[config.mk]
export PLATFORM = sky130hd
export DESIGN_NAME = sprite_text_line_flat
export DESIGN_NICKNAME = d
export VERILOG_FILES = /design/src/rtl/sprite_text_line_if.sv /design/src/rtl/sprite_text_line.sv /design/src/flat_wrapper.sv
export SDC_FILE = /design/constraint.sdc
export NUM_CORES = 1
export LEC_CHECK = 0
export ABC_AREA = 1
export BUFFER_PORTS_ARGS = -buffer_cell sky130_fd_sc_hd__buf_2
export CAP_MARGIN = 20
export CORE_MARGIN = 1.5
export CORE_UTILIZATION = 25
export DETAILED_ROUTE_END_ITERATION = 12
export MAX_ROUTING_LAYER = met4
export PLACE_DENSITY_LB_ADDON = 0.15
export SETUP_SLACK_MARGIN = 0.3
export SLEW_MARGIN = 20
export SYNTH_ARGS = -nofsm -noshare
export SYNTH_HDL_FRONTEND = slang
export SYNTH_SLANG_ARGS = --single-unit
export TNS_END_PERCENT = 5
[constraint.sdc]
create_clock -name clk -period 2.6 [get_ports clk]
set_input_delay 0.13 -clock clk [delete_from_list [all_inputs] [get_ports clk]]
set_output_delay 0.13 -clock clk [all_outputs]
set_load 0.05 [all_outputs]
[src/rtl/sprite_text_line_if.sv]
// Control and font-ROM bus bundle for sprite_text_line: start/busy/done handshake,
// code-point table write port, and the shared font ROM address/data pair.
interface sprite_text_line_if #(
  parameter int CPW   = 7,
  parameter int ADDRW = 11,
  parameter int WIDTH = 16
);
  logic             start;
  logic             busy;
  logic             done;
  logic             cp_we;
  logic [4:0]       cp_idx;
  logic [CPW-1:0]   cp_data;
  logic [ADDRW-1:0] gfx_addr;
  logic [WIDTH-1:0] gfx_data;

  modport master (
    output start, cp_we, cp_idx, cp_data, gfx_data,
    input  busy, done, gfx_addr
  );

  modport slave (
    input  start, cp_we, cp_idx, cp_data, gfx_data,
    output busy, done, gfx_addr
  );
endinterface

[src/rtl/sprite_text_line.sv]
// Multi-glyph text sprite: fetches one font row per glyph during the DMA window, then
// draws the scaled string. Optional cursor inversion is enabled by SPRITE_TEXT_CURSOR_EN.
module sprite_text_line #(
  parameter int NCHARS  = 5,
  parameter int WIDTH   = 16,
  parameter int HEIGHT  = 16,
  parameter int SCALE_X = 4,
  parameter int SCALE_Y = 4,
  parameter int LSB     = 0,
  parameter int CPW     = 7,
  parameter int ADDRW   = 11,
  parameter int CORDW   = 12
) (
  input  logic             clk,
  input  logic             rst,
  input  logic             dma_avail,
  input  logic [CORDW-1:0] sx,
  input  logic [CORDW-1:0] sprx,
`ifdef SPRITE_TEXT_CURSOR_EN
  input  logic             cursor_on,
  input  logic [4:0]       cursor_idx,
`endif
  sprite_text_line_if.slave bus,
  output logic             pix
);

  localparam int KW = (NCHARS  > 1) ? $clog2(NCHARS)  : 1;
  localparam int LW = (HEIGHT  > 1) ? $clog2(HEIGHT)  : 1;
  localparam int YW = (SCALE_Y > 1) ? $clog2(SCALE_Y) : 1;
  localparam int PW = (WIDTH   > 1) ? $clog2(WIDTH)   : 1;
  localparam int SW = (SCALE_X > 1) ? $clog2(SCALE_X) : 1;

  typedef enum logic [2:0] {
    S_IDLE, S_START, S_WAIT_DMA, S_FETCH, S_WAIT_POS, S_DRAW, S_NEXT_LINE, S_DONE
  } state_t;

  state_t           r_state;
  state_t           w_next;

  logic [CPW-1:0]   r_cp  [NCHARS];
  logic [WIDTH-1:0] r_row [NCHARS];
  logic [LW-1:0]    r_line;
  logic [YW-1:0]    r_yrep;
  logic [KW-1:0]    r_k;
  logic             r_phase;
  logic [KW-1:0]    r_dg;
  logic [PW-1:0]    r_dp;
  logic [SW-1:0]    r_ds;
  logic             r_last;
  logic             r_pix;

  logic             w_fetch_req;
  logic             w_fetch_cap;
  logic             w_fetch_last;
  logic             w_hit;
  logic             w_emit;
  logic             w_end_pos;
  logic [PW-1:0]    w_bitsel;
  logic             w_ink;
  logic             w_inv;
  logic             w_line_last;
  logic             w_yrep_last;

  // Phase 0 of a glyph needs the bus; phase 1 only latches the ROM output, so a
  // stall can only ever delay the start of the next glyph.
  assign w_fetch_req  = (r_state == S_FETCH) && !r_phase && dma_avail;
  assign w_fetch_cap  = (r_state == S_FETCH) && r_phase;
  assign w_fetch_last = w_fetch_cap && (r_k == KW'(NCHARS - 1));
  assign w_hit        = (r_state == S_WAIT_POS) && (sx == sprx);
  assign w_emit       = w_hit || ((r_state == S_DRAW) && !r_last);
  assign w_end_pos    = (r_dg == KW'(NCHARS - 1)) && (r_dp == PW'(WIDTH - 1)) &&
                        (r_ds == SW'(SCALE_X - 1));
  assign w_bitsel     = (LSB != 0) ? r_dp : (PW'(WIDTH - 1) - r_dp);
  assign w_ink        = r_row[r_dg][w_bitsel];
  assign w_line_last  = (r_line == LW'(HEIGHT - 1));
  assign w_yrep_last  = (r_yrep == YW'(SCALE_Y - 1));

`ifdef SPRITE_TEXT_CURSOR_EN
  assign w_inv = cursor_on && (cursor_idx == 5'(r_dg));
`else
  assign w_inv = 1'b0;
`endif

  always_ff @(posedge clk) begin
    if (rst) r_state <= S_IDLE;
    else     r_state <= w_next;
  end

  always_comb begin
    w_next       = r_state;
    bus.busy     = (r_state != S_IDLE);
    bus.done     = 1'b0;
    bus.gfx_addr = '0;
    case (r_state)
      S_IDLE:      if (bus.start) w_next = S_START;
      S_START:     w_next = S_WAIT_DMA;
      S_WAIT_DMA:  if (dma_avail) w_next = S_FETCH;
      S_FETCH: begin
        if (w_fetch_req)
          bus.gfx_addr = ADDRW'(32'(r_cp[r_k]) * 32'(HEIGHT) + 32'(r_line));
        if (w_fetch_last) w_next = S_WAIT_POS;
      end
      S_WAIT_POS:  if (w_hit) w_next = S_DRAW;
      S_DRAW:      if (r_last) w_next = S_NEXT_LINE;
      S_NEXT_LINE: begin
        if (!w_yrep_last)     w_next = S_WAIT_DMA;
        else if (w_line_last) w_next = S_DONE;
        else                  w_next = S_WAIT_DMA;
      end
      S_DONE: begin
        bus.done = 1'b1;
        w_next   = S_IDLE;
      end
      default:     w_next = S_IDLE;
    endcase
  end

  // Code-point table, row buffer and line/glyph bookkeeping.
  always_ff @(posedge clk) begin
    if (rst) begin
      for (int i = 0; i < NCHARS; i++) begin
        r_cp[i]  <= '0;
        r_row[i] <= '0;
      end
      r_line  <= '0;
      r_yrep  <= '0;
      r_k     <= '0;
      r_phase <= 1'b0;
    end else begin
      if (bus.cp_we && ({1'b0, bus.cp_idx} < 6'(NCHARS)))
        r_cp[KW'(bus.cp_idx)] <= bus.cp_data;
      case (r_state)
        S_START: begin
          r_line <= '0;
          r_yrep <= '0;
        end
        S_WAIT_DMA: begin
          r_k     <= '0;
          r_phase <= 1'b0;
        end
        S_FETCH: begin
          if (w_fetch_req) begin
            r_phase <= 1'b1;
          end else if (w_fetch_cap) begin
            r_row[r_k] <= bus.gfx_data;
            r_phase    <= 1'b0;
            if (!w_fetch_last) r_k <= r_k + 1'b1;
          end
        end
        S_NEXT_LINE: begin
          if (!w_yrep_last) begin
            r_yrep <= r_yrep + 1'b1;
          end else if (!w_line_last) begin
            r_yrep <= '0;
            r_line <= r_line + 1'b1;
          end
        end
        default: ;
      endcase
    end
  end

  // Pixel walker: the first pixel is registered in the cycle sx==sprx so column
  // sprx+i appears on pix while sx==sprx+i+1.
  always_ff @(posedge clk) begin
    if (rst) begin
      r_dg   <= '0;
      r_dp   <= '0;
      r_ds   <= '0;
      r_last <= 1'b0;
      r_pix  <= 1'b0;
    end else if (w_emit) begin
      r_pix <= w_ink ^ w_inv;
      if (w_end_pos) r_last <= 1'b1;
      if (r_ds == SW'(SCALE_X - 1)) begin
        r_ds <= '0;
        if (r_dp == PW'(WIDTH - 1)) begin
          r_dp <= '0;
          r_dg <= r_dg + 1'b1;
        end else begin
          r_dp <= r_dp + 1'b1;
        end
      end else begin
        r_ds <= r_ds + 1'b1;
      end
    end else begin
      r_pix <= 1'b0;
      if (r_state != S_DRAW) begin
        r_dg   <= '0;
        r_dp   <= '0;
        r_ds   <= '0;
        r_last <= 1'b0;
      end
    end
  end

  assign pix = r_pix;

endmodule
[src/flat_wrapper.sv]
// flat-port wrapper written by rule: the top's interface ports become plain ports
module sprite_text_line_flat 
#(
  parameter int NCHARS  = 5,
  parameter int WIDTH   = 16,
  parameter int HEIGHT  = 16,
  parameter int SCALE_X = 4,
  parameter int SCALE_Y = 4,
  parameter int LSB     = 0,
  parameter int CPW     = 7,
  parameter int ADDRW   = 11,
  parameter int CORDW   = 12
)
  (clk, rst, dma_avail, sx, sprx, pix, bus_start, bus_cp_we, bus_cp_idx, bus_cp_data, bus_gfx_data, bus_busy, bus_done, bus_gfx_addr);
  sprite_text_line_if #(.CPW(CPW), .ADDRW(ADDRW), .WIDTH(WIDTH)) bus_i ();
  input  logic clk;
  input  logic rst;
  input  logic dma_avail;
  input  logic [CORDW-1:0] sx;
  input  logic [CORDW-1:0] sprx;
  output logic pix;
  input wire logic [$bits(bus_i.start)-1:0] bus_start;
  input wire logic [$bits(bus_i.cp_we)-1:0] bus_cp_we;
  input wire logic [$bits(bus_i.cp_idx)-1:0] bus_cp_idx;
  input wire logic [$bits(bus_i.cp_data)-1:0] bus_cp_data;
  input wire logic [$bits(bus_i.gfx_data)-1:0] bus_gfx_data;
  output wire logic [$bits(bus_i.busy)-1:0] bus_busy;
  output wire logic [$bits(bus_i.done)-1:0] bus_done;
  output wire logic [$bits(bus_i.gfx_addr)-1:0] bus_gfx_addr;
  assign bus_i.start = bus_start;
  assign bus_i.cp_we = bus_cp_we;
  assign bus_i.cp_idx = bus_cp_idx;
  assign bus_i.cp_data = bus_cp_data;
  assign bus_i.gfx_data = bus_gfx_data;
  assign bus_busy = bus_i.busy;
  assign bus_done = bus_i.done;
  assign bus_gfx_addr = bus_i.gfx_addr;
  sprite_text_line #(.NCHARS(NCHARS), .WIDTH(WIDTH), .HEIGHT(HEIGHT), .SCALE_X(SCALE_X), .SCALE_Y(SCALE_Y), .LSB(LSB), .CPW(CPW), .ADDRW(ADDRW), .CORDW(CORDW)) u_core (.clk(clk), .rst(rst), .dma_avail(dma_avail), .sx(sx), .sprx(sprx), .bus(bus_i), .pix(pix));
endmodule
==> summary by stage, run 1 <==
Floorplan
The die width is 202 um. The placement row count is 72. The standard cell core area is 38900 um^2. The I/O pin total is 71. The starting density of the core is 25.5%. The floorplan die area is 40900 um^2. The die extent in y is 202 um.

Logic synthesis
The number of cells produced by synthesis is 1026. After synthesis, flip-flops and latches occupy 61.8% of the total area. In the synthesized netlist, the cells that appear most often are 229 x sky130_fd_sc_hd__nand2_1, 196 x sky130_fd_sc_hd__nor2_1, 184 x sky130_fd_sc_hd__edfxtp_1. The total number of yosys warnings is 0. For this run, asynchronously set or reset flops after synthesis account for 0%. The post-synthesis register bit count is 214. For this run, the leading register cell type out of synthesis is sky130_fd_sc_hd__edfxtp_1.

The most instantiated library cell after synthesis is sky130_fd_sc_hd__nand2_1. The share of synthesized area in the top cell type comes to 55.7%. The combined area of all synthesized cells is 9920 um^2. The average instance in the mapped netlist occupies 9.66 um^2. In the post-synthesis netlist, the biggest area contributors are sky130_fd_sc_hd__edfxtp_1 56%, sky130_fd_sc_hd__nand2_1 8.7%, sky130_fd_sc_hd__nor2_1 7.4%. In this run, synthesis inferred 184 flip-flops with an integrated enable. The number of distinct library cells after synthesis is 36. sky130_fd_sc_hd__edfxtp_1 takes more of the synthesized area than any other cell.

Setup path
The maximum fanout encountered on the critical timing path is 15. The end of the worst register-to-register path is u_core.r_row[2][7]. STA classifies the critical path startpoint as a register. In this design, the stage delay of the slowest critical-path cell is 410 ps. The critical path depth is 6. The category of cells accounting for the largest share of critical-path delay is buffers and inverters. The required time of the worst setup path is 2470 ps. The class of the most critical setup path is register to output port. The critical path goes through inv_1 -> buf_4 -> o21ai_0 -> o221a_2 -> nor3_2 -> buf_6. Data arrives at the worst endpoint at 2120 ps. The worst-path cell with the longest stage delay is sky130_fd_sc_hd__dfxtp_4. The startpoint of the worst register-to-register path is u_core.r_state[0]. For the worst flop-to-flop path, the logic depth is 10. The kind of end point of the critical path is an output port.

Across all register-to-register paths, the minimum setup slack is 540 ps. The sum of buffers and inverters on the critical path is 3. The most critical setup path has its endpoint at bus_gfx_addr[4].

Run status
The flow ran to the end, and the final reports show no timing, DRC or antenna violations.

CTS
In this run the number of H-tree levels came out at 1. The number of buffers created by CTS is 27. No sink is reached through more buffers than the 3 on the longest clock path. TritonCTS built the clock tree. Counting every sink on the clock net gives 214.

The tree is rooted in a sky130_fd_sc_hd__clkbuf_16. The clock transition time at the flip-flop clock pins of the worst setup and hold paths is 60 ps. The later pin in the worst-skew pair is clocked with a latency of 560 ps.

Timing
Setup repair after global routing could not meet its margin everywhere. The worst slew margin relative to its limit is 51.2%. The accumulated negative setup slack is 0 ps. The setup skew after layout is 20.3 ps. The final clock period utilization by the worst path is 86.7%. The final count of negative-setup-slack endpoints is 0.

The maximum clock frequency is 444 MHz. The number of pins exceeding their max-slew limit in the final report is 0. The clock period minus worst slack is 2250 ps. For the pin with the worst max-slew slack, the measured transition is 732 ps. The final-report hold violation count is 0.

Drt
The remaining antenna violation count after routing is 0. For this block, the initial DRC count from the detailed router was 360. The count of vias placed by the detailed router is 7385. The number of vias per cell is 4.35.

The length of the first detailed-routing pass in iterations is 6. Summed over all layers, the routed wires come to 27600 um. The total DRC errors in the routed layout is 0. Dividing the detail-routed wire length by the instance count gives 16.2 um.

Pwr
The power per cell area is 731 nW/um^2. The peak supply drop is 481 uV. The static leakage power is 0.00493 uW. The overall power consumption is 8950 uW.

Global routing
The total overflow left after global routing is 0. The largest net degree at the start of global routing is 48. The overall fraction of global-route tracks in use is 13.9%. The via count of the first global-routing pass is 7542. The first-pass GRT wire length is 42800 um. The initial antenna violation count is 1.

Worst hold path
The worst hold path class is input pin to register. The startpoint of the most critical hold path is sx[3].

Final layout
For this run, the post-layout net count is 1226. Summing all multi-input logic gate instances after layout gives 3330 um^2. Compared with the post-synthesis result, the final layout area differs by 23.5%. The area occupied by registers is 6130 um^2. The layout filler cell count is 4093. The fraction of final layout cells sized beyond drive strength 1 is 16.7%.

Placement
Detailed placement ended at an HPWL of 18300 um. The count of input and output buffers is 70. The congestion estimate from routability-driven global placement came to 0.785.

Job
The count of max-cap constraint violations is 0.
## per-stage QoR
stage | utilization, % | instance area, um^2 | std cells | setup WS (ps) | hold slack, ps
after global routing | 31.5 | 12200 | 1696 | 251 | 118
after floorplan | - | 10000 | 1046 | 127 | 229
after detailed placement | 28.2 | 11000 | 1621 | 516 | 350
final | 31.5 | 12200 | 1696 | 346 | 79.7
after global placement | 28.2 | 11000 | 1621 | 502 | 348
after CTS | 31.4 | 12200 | 1695 | 261 | 59.4
## logic make-up (layout without fill, tap and decap cells)
| logic type | count (synthesis) | in the layout | synth area share, % |
|---|---|---|---|
| AOI/OAI and AO/OA | 85 | 85 | 5.38 |
| xor gates and xnor gates | 5 | 5 | 0.442 |
| adders and majority gates | 12 | 12 | 1.51 |
| buffers and inverters | 124 | 255 | 5.79 |
| DFF | 214 | 214 | 61.8 |
| other | 1 | 22 | 0.0378 |
| and+or+nand+nor | 585 | 585 | 25.1 |
## cell usage in the layout, fill, tap and decap left out, drive strengths merged
master	synthesis	routed
o211ai	1	1
nand2	237	237
clkinv	0	9
ha	12	12
dfxtp	30	30
nor2	202	202
a21oi	20	20
buf	36	100
clkinvlp	0	2
clkbuf	7	31
dlygate4sd3	0	25
o21ai	47	47
a211oi	2	2
diode	0	1
o221a	14	14
inv	81	82
xnor2	4	4
conb	1	21
o22ai	1	1
nor3	18	18
or2	2	2
xor2	1	1
edfxtp	184	184
bufinv	0	6
nand3	123	123
nand4	3	3
## state kept, by name (all words and copies together) (netlist names), named ones only
register,count
u_core.r_row,128
u_core.r_cp,56
u_core.r_dp,4
u_core.r_line,4
u_core.r_dg,3
u_core.r_k,3
u_core.r_state,3
u_core.r_ds,2
u_core.r_yrep,2
u_core.pix,1
u_core.r_last,1
u_core.r_phase,1
## power by group
| part | switching (uW) | internal, uW |
|---|---|---|
| combinational | 633 | 318 |
| clock | 1530 | 2510 |
| sequential | 94.5 | 3870 |
## metal layers
metal  GRT usage [%]  wire length, um  vias up
met5               -                0        -
met4            3.52              527        0
met3            2.14              948       38
met2            23.5            13400      121
met1            17.5            12700     3534
li1                -                -     3692
## worst min-delay path by stage
stage                        end  slack [ps]  cells after the start
2_1_floorplan  u_core.r_cp[5][0]         230                      0
3_3_place_gp   u_core.r_cp[5][2]         350                      1
3_5_place_dp   u_core.r_cp[5][2]         350                      1
4_1_cts            u_core.r_last          60                      6
5_1_grt            u_core.r_last         120                      6
6_report           u_core.r_last          80                      6
## timing repair
item,4_1_cts,5_1_grt
buffers inserted,0,0
gates resized for setup,11,11
setup endpoints to repair,10,7
hold buffers,25,0
cloned,0,0
pin swaps,0,0
endpoints found under the hold margin,106,0
## worst min-delay path, cell delays in order
cell and delay [ps]:
sky130_fd_sc_hd__buf_2 80, sky130_fd_sc_hd__xnor2_1 50, sky130_fd_sc_hd__nand2_1 70, sky130_fd_sc_hd__nor2_2 60, sky130_fd_sc_hd__nand3_4 130, sky130_fd_sc_hd__a21oi_1 70
## layout make-up
class                           count  share of cell area [%]
Sequential cell                   214                    50.1
Multi-Input combinational cell    708                    27.2
Timing Repair Buffer              125                    7.12
Clock buffer                       31                    5.64
Tap cell                          518                    5.29
Inverter                           81                    2.54
Clock inverter                     18                    2.16
Antenna cell                        1                  0.0204
Note: power is estimated with default switching activity, not from simulation.
==> run 2, diff against run 1 <==
clock period = 2.5 ns   (was 2.6 ns; I/O delays follow)
==> run 2 against run 1 <==
Compared with the run above: largest power group is now sequential cells; routed wire length down 0.77%; sequential share of layout area up 0.42 points; highest routed layer unchanged; sequential power up 4%; via count down 0.31%; combinational power up 9%; critical path type unchanged; clock-buffer cell count up 5; first-iteration DRC count down 19%; critical path depth down 1; critical endpoint is now bus_gfx_addr[5]; total power down 2.2%; die area unchanged; final cell count about the same; non-clock buffer count unchanged.
==> summary by stage, run 2 (same netlist as run 1, synthesis figures left out) <==
Placement
The half-perimeter wire length after placement is 17100 um (-6.4%). The final weighted congestion of routability-driven global placement is 0.748 (-4.7%). The count of input and output buffers is 70 (unchanged). The post-placement cell area is 11000 um^2 (about the same).

Final layout
The cell area after layout is 12100 um^2 (-0.88%). The number of flip-flops in the largest register is 128 (unchanged). The leading cell type in the layout, fill and taps excluded is sky130_fd_sc_hd__nand2_1.

The end-of-flow core utilization was 31.2% (-0.28 points). The number of nets in the final layout is 1226 (unchanged). From synthesis to final layout, the design area changed by 22.4%. The fraction of final layout cells sized beyond drive strength 1 is 16.7% (-0.071 points).

In the layout the commonest cells are 227 x sky130_fd_sc_hd__nand2_1, 194 x sky130_fd_sc_hd__nor2_1, 184 x sky130_fd_sc_hd__edfxtp_1. In the final layout, the registers with the most flip-flops are u_core.r_row x128, u_core.r_cp x56. The register with the most flip-flops is u_core.r_row.

Drt
The remaining antenna violation count after routing is 0 (unchanged). The total DRC errors in the routed layout is 0 (unchanged). The total wire length is 27300 um (-0.77%). The routed wirelength normalized by instance count is 16.1 um (-0.71%). The length of the first detailed-routing pass in iterations was 4 (-2). The count of vias placed by the detailed router is 7362 (-0.31%). The number of vias per cell is 4.34 (-0.25%). The number of DRC markers in iteration 0 was 290 (-19%).

CTS
The library cell used as clock root buffer is sky130_fd_sc_hd__clkbuf_16. The clock transition time at the flip-flop clock pins of the worst setup and hold paths is 60 ps (about the same). The maximum clock insertion buffer count is 3 (unchanged). The sink count of the clock tree is 214 (unchanged). TritonCTS built the clock tree. The maximum level of the CTS H-tree is 1 (unchanged). The clock latency at the later pin of the worst-skew pair came to 530 ps (-30 ps). The number of buffers created by CTS is 26 (-3.7%).

Setup path
The flop-to-flop setup slack is 530 ps (about the same). The class of the most critical setup path is register to output port. The worst setup path is launched from a register. The maximum fanout encountered on the critical timing path was 24 (+9). The required time of the worst setup path is 2380 ps (-90 ps).

The arrival time of data at the critical path endpoint is 1990 ps (-130 ps). The kind of end point of the critical path is an output port.

Worst hold path
The tightest min-delay check is of the input pin to register type.

Timing
The final-report hold violation count is 0 (unchanged). The number of pins exceeding their max-slew limit in the final report is 0 (unchanged). The maximum clock frequency is 472 MHz.

The pin slew with the least headroom to its limit is 716 ps (-15.0 ps). The final count of negative-setup-slack endpoints is 0 (unchanged). The worst path needs 2120 ps of the cycle, external delays included. The final clock period utilization by the worst path is 84.7%. The worst slew margin relative to its limit is 52.2% (+1.0 points). The setup skew after layout was 7.28 ps (-13.1 ps). Setup repair after global routing could not meet its margin everywhere. The accumulated negative setup slack came to 0 ps (unchanged).

Pwr
The cell internal power dissipation is 6490 uW (-3.1%). The peak supply drop came to 469 uV (-2.5%). The overall power consumption is 8750 uW (-2.2%). The net load switching power is 2260 uW (+0.39%). The sequential share of power came to 46.9% (+2.6 points). The clock network fraction of design power came to 41.3% (-3.8 points). The switching portion of total power was 25.9% (+0.67 points).

The static leakage power is 0.00485 uW (-1.5%). The power per cell area is 721 nW/um^2 (-1.3%). The share of total power in combinational logic is 11.8% (+1.2 points).

Floorplan
The die extent in y was 202 um (unchanged). The starting density of the core is 25.5% (unchanged). The I/O pin total is 71 (unchanged). The standard cell core area came to 38900 um^2 (unchanged). The placement row count is 72 (unchanged). The floorplan die area is 40900 um^2 (unchanged). The die width is 202 um (unchanged).

Global routing
The via count of the first global-routing pass is 7508 (-0.45%). The first-pass GRT wire length was 42600 um (-0.66%). The largest net degree at the start of global routing is 65 (+35%).

The final global-route overflow total is 0 (unchanged). The overall fraction of global-route tracks in use was 13.8% (-0.13 points). The initial antenna violation count was 1 (unchanged).

Run status
The flow ran to the end, and the final reports show no timing, DRC or antenna violations.

Job
The count of max-cap constraint violations came to 0 (unchanged).
run 2: cell types whose count changed in the layout (fill, tap and decap cells not counted), moves of 3 or more:
cell                        before  now
sky130_fd_sc_hd__clkinv_1        3    6
sky130_fd_sc_hd__clkbuf_4        0    3
sky130_fd_sc_hd__bufinv_16       6    1
sky130_fd_sc_hd__buf_2          63   60
sky130_fd_sc_hd__clkbuf_1        4    7
sky130_fd_sc_hd__nor3_1         13   10
run 2: worst max-delay path: stages, from the launching register on:
cell and delay, ps:
sky130_fd_sc_hd__dfxtp_2 420, sky130_fd_sc_hd__buf_8 210, sky130_fd_sc_hd__o21ai_0 110, sky130_fd_sc_hd__o221a_2 290, sky130_fd_sc_hd__nor3_2 190, sky130_fd_sc_hd__buf_4 230
run 2: power by group through the flow:
stage | Clock, uW | Combinational [uW] | Sequential (uW)
5_1_grt | 3850 | 1170 | 4120
3_5_place_dp | 0 | 976 | 4180
4_1_cts | 3730 | 1020 | 4100
3_3_place_gp | 0 | 988 | 4170
6_report | 3620 | 1040 | 4100
2_1_floorplan | 0 | 670 | 4140
run 2: path summary, 6_finish.rpt:
kind,from,depth (start not counted),endpoint
worst min-delay path,dma_avail,5,u_core.r_state[2]
worst min register to register,u_core.r_ds[1],2,u_core.r_ds[1]
worst max register to register,u_core.r_state[0],10,u_core.r_row[5][1]
worst max-delay path,register,5,bus_gfx_addr[5]
run 2: area by class of cell:
| type | count | area [um^2] |
|---|---|---|
| well taps | 518 | 648 |
| clock inverters | 11 | 75.1 |
| multi-input cells | 709 | 3360 |
| flip-flops and latches | 214 | 6130 |
| clock buffers | 36 | 729 |
| inverters | 81 | 312 |
| repair buffers | 125 | 880 |
| fillers | 4117 | 26800 |
| diodes | 1 | 2.50 |
run 2: metal layers:
| metal | part of all wire [%] | wire length [um] | global-route usage, % |
|---|---|---|---|
| met1 | 46 | 12600 | 17.3 |
| met2 | 48 | 13100 | 23.1 |
| met3 | 3.6 | 974 | 2.24 |
| met4 | 2.4 | 660 | 3.99 |
| met5 | 0 | 0 | - |
run 2: stage by stage:
step | hold WS, ps | setup slack [ps] | instances
floorplan | 224 | 26.9 | 1046
global placement | 350 | 516 | 1622
detailed placement | 350 | 506 | 1622
CTS | 8.47 | 290 | 1693
global route | 80.7 | 248 | 1695
finish | 68.4 | 383 | 1695
run 2: repair_timing:
item / in CTS / in global routing
setup buffers: 0 / 0
hold buffers: 24 / 0
pin swaps: 0 / 2
endpoints found under the hold margin: 94 / 0
gates cloned: 0 / 1
resized for setup: 17 / 15
endpoints found under the setup margin: 11 / 11
==> run 3, diff against run 2 <==
clock period = 2.2 ns   (was 2.5 ns; I/O delays follow)
==> run 3 against run 2 <==
Compared with the run above: clock power grew 10%; final cell count grew 1.0%; clock-buffer cell count shrank 1; total power grew 13%; routed wire length shrank 2.8%; non-clock buffer count grew 17; critical endpoint is now bus_gfx_addr[9]; largest power group unchanged.
==> summary by stage, run 3 (same netlist as run 1, synthesis figures left out) <==
Run status
The flow ran to the end, and the final reports show no timing, DRC or antenna violations.

Timing
The final-report hold violation count is 0 (unchanged). The accumulated negative setup slack is 0 ps (unchanged). The final count of negative-setup-slack endpoints is 0 (unchanged).

Derived from the worst setup path, the maximum achievable clock frequency is 489 MHz. After layout, the minimum clock period comes to 2040 ps. Setup repair after global routing could not meet its margin everywhere. The final clock period utilization by the worst path is 92.9%. The number of pins exceeding their max-slew limit in the final report is 0 (unchanged). The setup skew after layout is 7.58 ps (+0.293 ps).

Drt
The total DRC errors in the routed layout was 0 (unchanged). The length of the first detailed-routing pass in iterations is 5 (+1). The remaining antenna violation count after routing was 0 (unchanged). The highest metal layer carrying signal wires in the routed design is met4. The count of vias placed by the detailed router is 7440 (+1.1%).

The routed wirelength normalized by instance count is 15.5 um (-3.8%). The total met3 wirelength after detailed routing was 1000 um (+2.8%). The number of DRC markers in iteration 0 is 445 (+53%). The routed length on met2 was 12800 um (-1.7%). The total wire length was 26600 um (-2.8%). The detailed-routing wirelength on met1 is 12000 um (-5.2%). The number of vias per cell came to 4.35 (about the same).

Setup path
The startpoint of the worst register-to-register path is u_core.r_state[0]. STA classifies the critical path startpoint as a register. The cell count of the worst reg-to-reg path is 10 (unchanged).

The maximum fanout encountered on the critical timing path is 8 (-67%). The end of the worst register-to-register path is u_core.r_row[5][1]. The required time of the worst setup path is 2090 ps (-290 ps). The kind of end point of the critical path is an output port. The cell occurring most often along the worst timing path is sky130_fd_sc_hd__buf_12. The category of cells accounting for the largest share of critical-path delay is buffers and inverters. The setup path with the least slack is of type register to output port. Walking the worst path, the cells encountered are buf_12 -> inv_12 -> buf_12 -> nor2_1 -> o221a_2 -> nor3_2 -> buf_6.

The stage delay of the slowest cell on the critical path is 360 ps (-60 ps). Among all stages on the critical path, the largest delay is contributed by sky130_fd_sc_hd__dfxtp_4. The flop-to-flop setup slack is 360 ps (-170 ps). The arrival time of data at the critical path endpoint was 1930 ps (-60 ps). The sum of buffers and inverters on the critical path is 4 (+2).

Final layout
The end-of-flow core utilization was 32.4% (+1.2 points). The register with the most flip-flops is u_core.r_row. The fraction of final layout cells sized beyond drive strength 1 is 18.7% (+2.0 points). The largest registers in the layout are u_core.r_row x128, u_core.r_cp x56. The layout filler cell count is 4075 (-1.0%). The top cell types in the final layout, fill and taps aside, are 226 x sky130_fd_sc_hd__nand2_1, 189 x sky130_fd_sc_hd__nor2_1, 184 x sky130_fd_sc_hd__edfxtp_1. The area growth from synthesis to layout is 27.0%. The leading cell type in the layout, fill and taps excluded is sky130_fd_sc_hd__nand2_1. The cell area after layout is 12600 um^2 (+3.7%).

The number of nets in the final layout is 1243 (+1.4%). The number of flip-flops in the largest register is 128 (unchanged).

Placement
The post-placement cell area is 11200 um^2 (+1.8%). The half-perimeter wire length after placement came to 17300 um (+0.76%). The final weighted congestion of routability-driven global placement is 0.773 (+3.3%).

The count of input and output buffers was 70 (unchanged).

Floorplan
The standard cell core area came to 38900 um^2 (unchanged). The die width is 202 um (unchanged). The placement row count is 72 (unchanged). The I/O pin total came to 71 (unchanged). The floorplan die area is 40900 um^2 (unchanged). The starting density of the core came to 25.5% (unchanged). The die extent in y is 202 um (unchanged).

CTS
The clock transition time at the flip-flop clock pins of the worst setup and hold paths is 60 ps (about the same). The maximum level of the CTS H-tree is 1 (unchanged). The root buffer cell chosen for the clock tree is sky130_fd_sc_hd__clkbuf_16. The number of buffers created by CTS is 26 (unchanged). TritonCTS built the clock tree. The clock latency at the later pin of the worst-skew pair was 530 ps (about the same). The sink count of the clock tree is 214 (unchanged). The maximum clock insertion buffer count is 3 (unchanged).

Job
The count of max-cap constraint violations is 0 (unchanged).

Pwr
The static leakage power is 0.00502 uW (+3.5%). The overall power consumption is 9910 uW (+13%). The peak supply drop was 498 uV (+6.0%). The power per cell area was 787 nW/um^2 (+9.2%).

Global routing
The via count of the first global-routing pass is 7522 (+0.19%). The final global-route overflow total is 0 (unchanged). The overall fraction of global-route tracks in use is 13.4% (-0.41 points). The initial antenna violation count is 1 (unchanged).

The first-pass GRT wire length is 41600 um (-2.2%). The largest net degree at the start of global routing is 48 (-26%).

Worst hold path
In this run the worst hold path is classified as input pin to register. The number of cells on the worst hold path is 5 (unchanged). The endpoint of the worst hold path is u_core.r_state[2]. The worst hold path begins at dma_avail.
==> run 3: how the worst max path moves through the flow <==
stage	endpoint	from	cells after the start
after floorplan	bus_gfx_addr[5]	register	6
after global placement	register	u_core.r_k[1]	8
after detailed placement	u_core.r_row[5][14]	u_core.r_state[0]	10
after CTS	bus_gfx_addr[6]	register	7
after global routing	bus_gfx_addr[4]	register	7
final	bus_gfx_addr[9]	register	7
==> run 3: metrics by stage <==
step / hold slack [ps] / setup slack [ps] / std cells
floorplan: 209 / -19.5 / 1046
global placement: 329 / 373 / 1631
detailed placement: 331 / 361 / 1631
CTS: 1.97 / 112 / 1709
global route: 41.9 / 99.2 / 1712
finish: 21.7 / 156 / 1712
==> run 3: layout make-up <==
| type | count | area, um^2 | share of cell area, % |
|---|---|---|---|
| diodes | 1 | 2.50 | 0.0199 |
| clock buffers | 35 | 706 | 5.60 |
| clock inverters | 12 | 77.6 | 0.616 |
| inverters | 81 | 325 | 2.58 |
| multi-input cells | 708 | 3460 | 27.5 |
| flip-flops and latches | 214 | 6130 | 48.7 |
| well taps | 518 | 648 | 5.15 |
| repair buffers | 142 | 1230 | 9.75 |
| repair inverters | 1 | 7.51 | 0.0596 |
==> run 3: tightest hold or removal path, delay by kind of cell <==
family	cells	cell delay (ps)
compound gates	1	60
buf+inv	2	180
simple gates	2	150
==> run 3: metal layers <==
layer  vias up  GRT usage (%)
met5         -              -
met3        44           1.85
met1      3542           16.9
li1       3728              -
met2       126           22.4
met4         0           4.15
==> run 3: what timing repair did <==
action / 4_1_cts / 5_1_grt
cloned: 3 / 2
endpoints found under the hold margin: 115 / 0
resized for setup: 43 / 19
pin swaps: 8 / 8
hold buffers: 24 / 0
setup endpoints to repair: 11 / 49
setup buffers: 4 / 0
==> run 3: power by group <==
group | switching (uW) | total [uW] | internal (uW)
registers | 94.8 | 4670 | 4570
clock network | 1650 | 3990 | 2340
logic | 817 | 1260 | 440
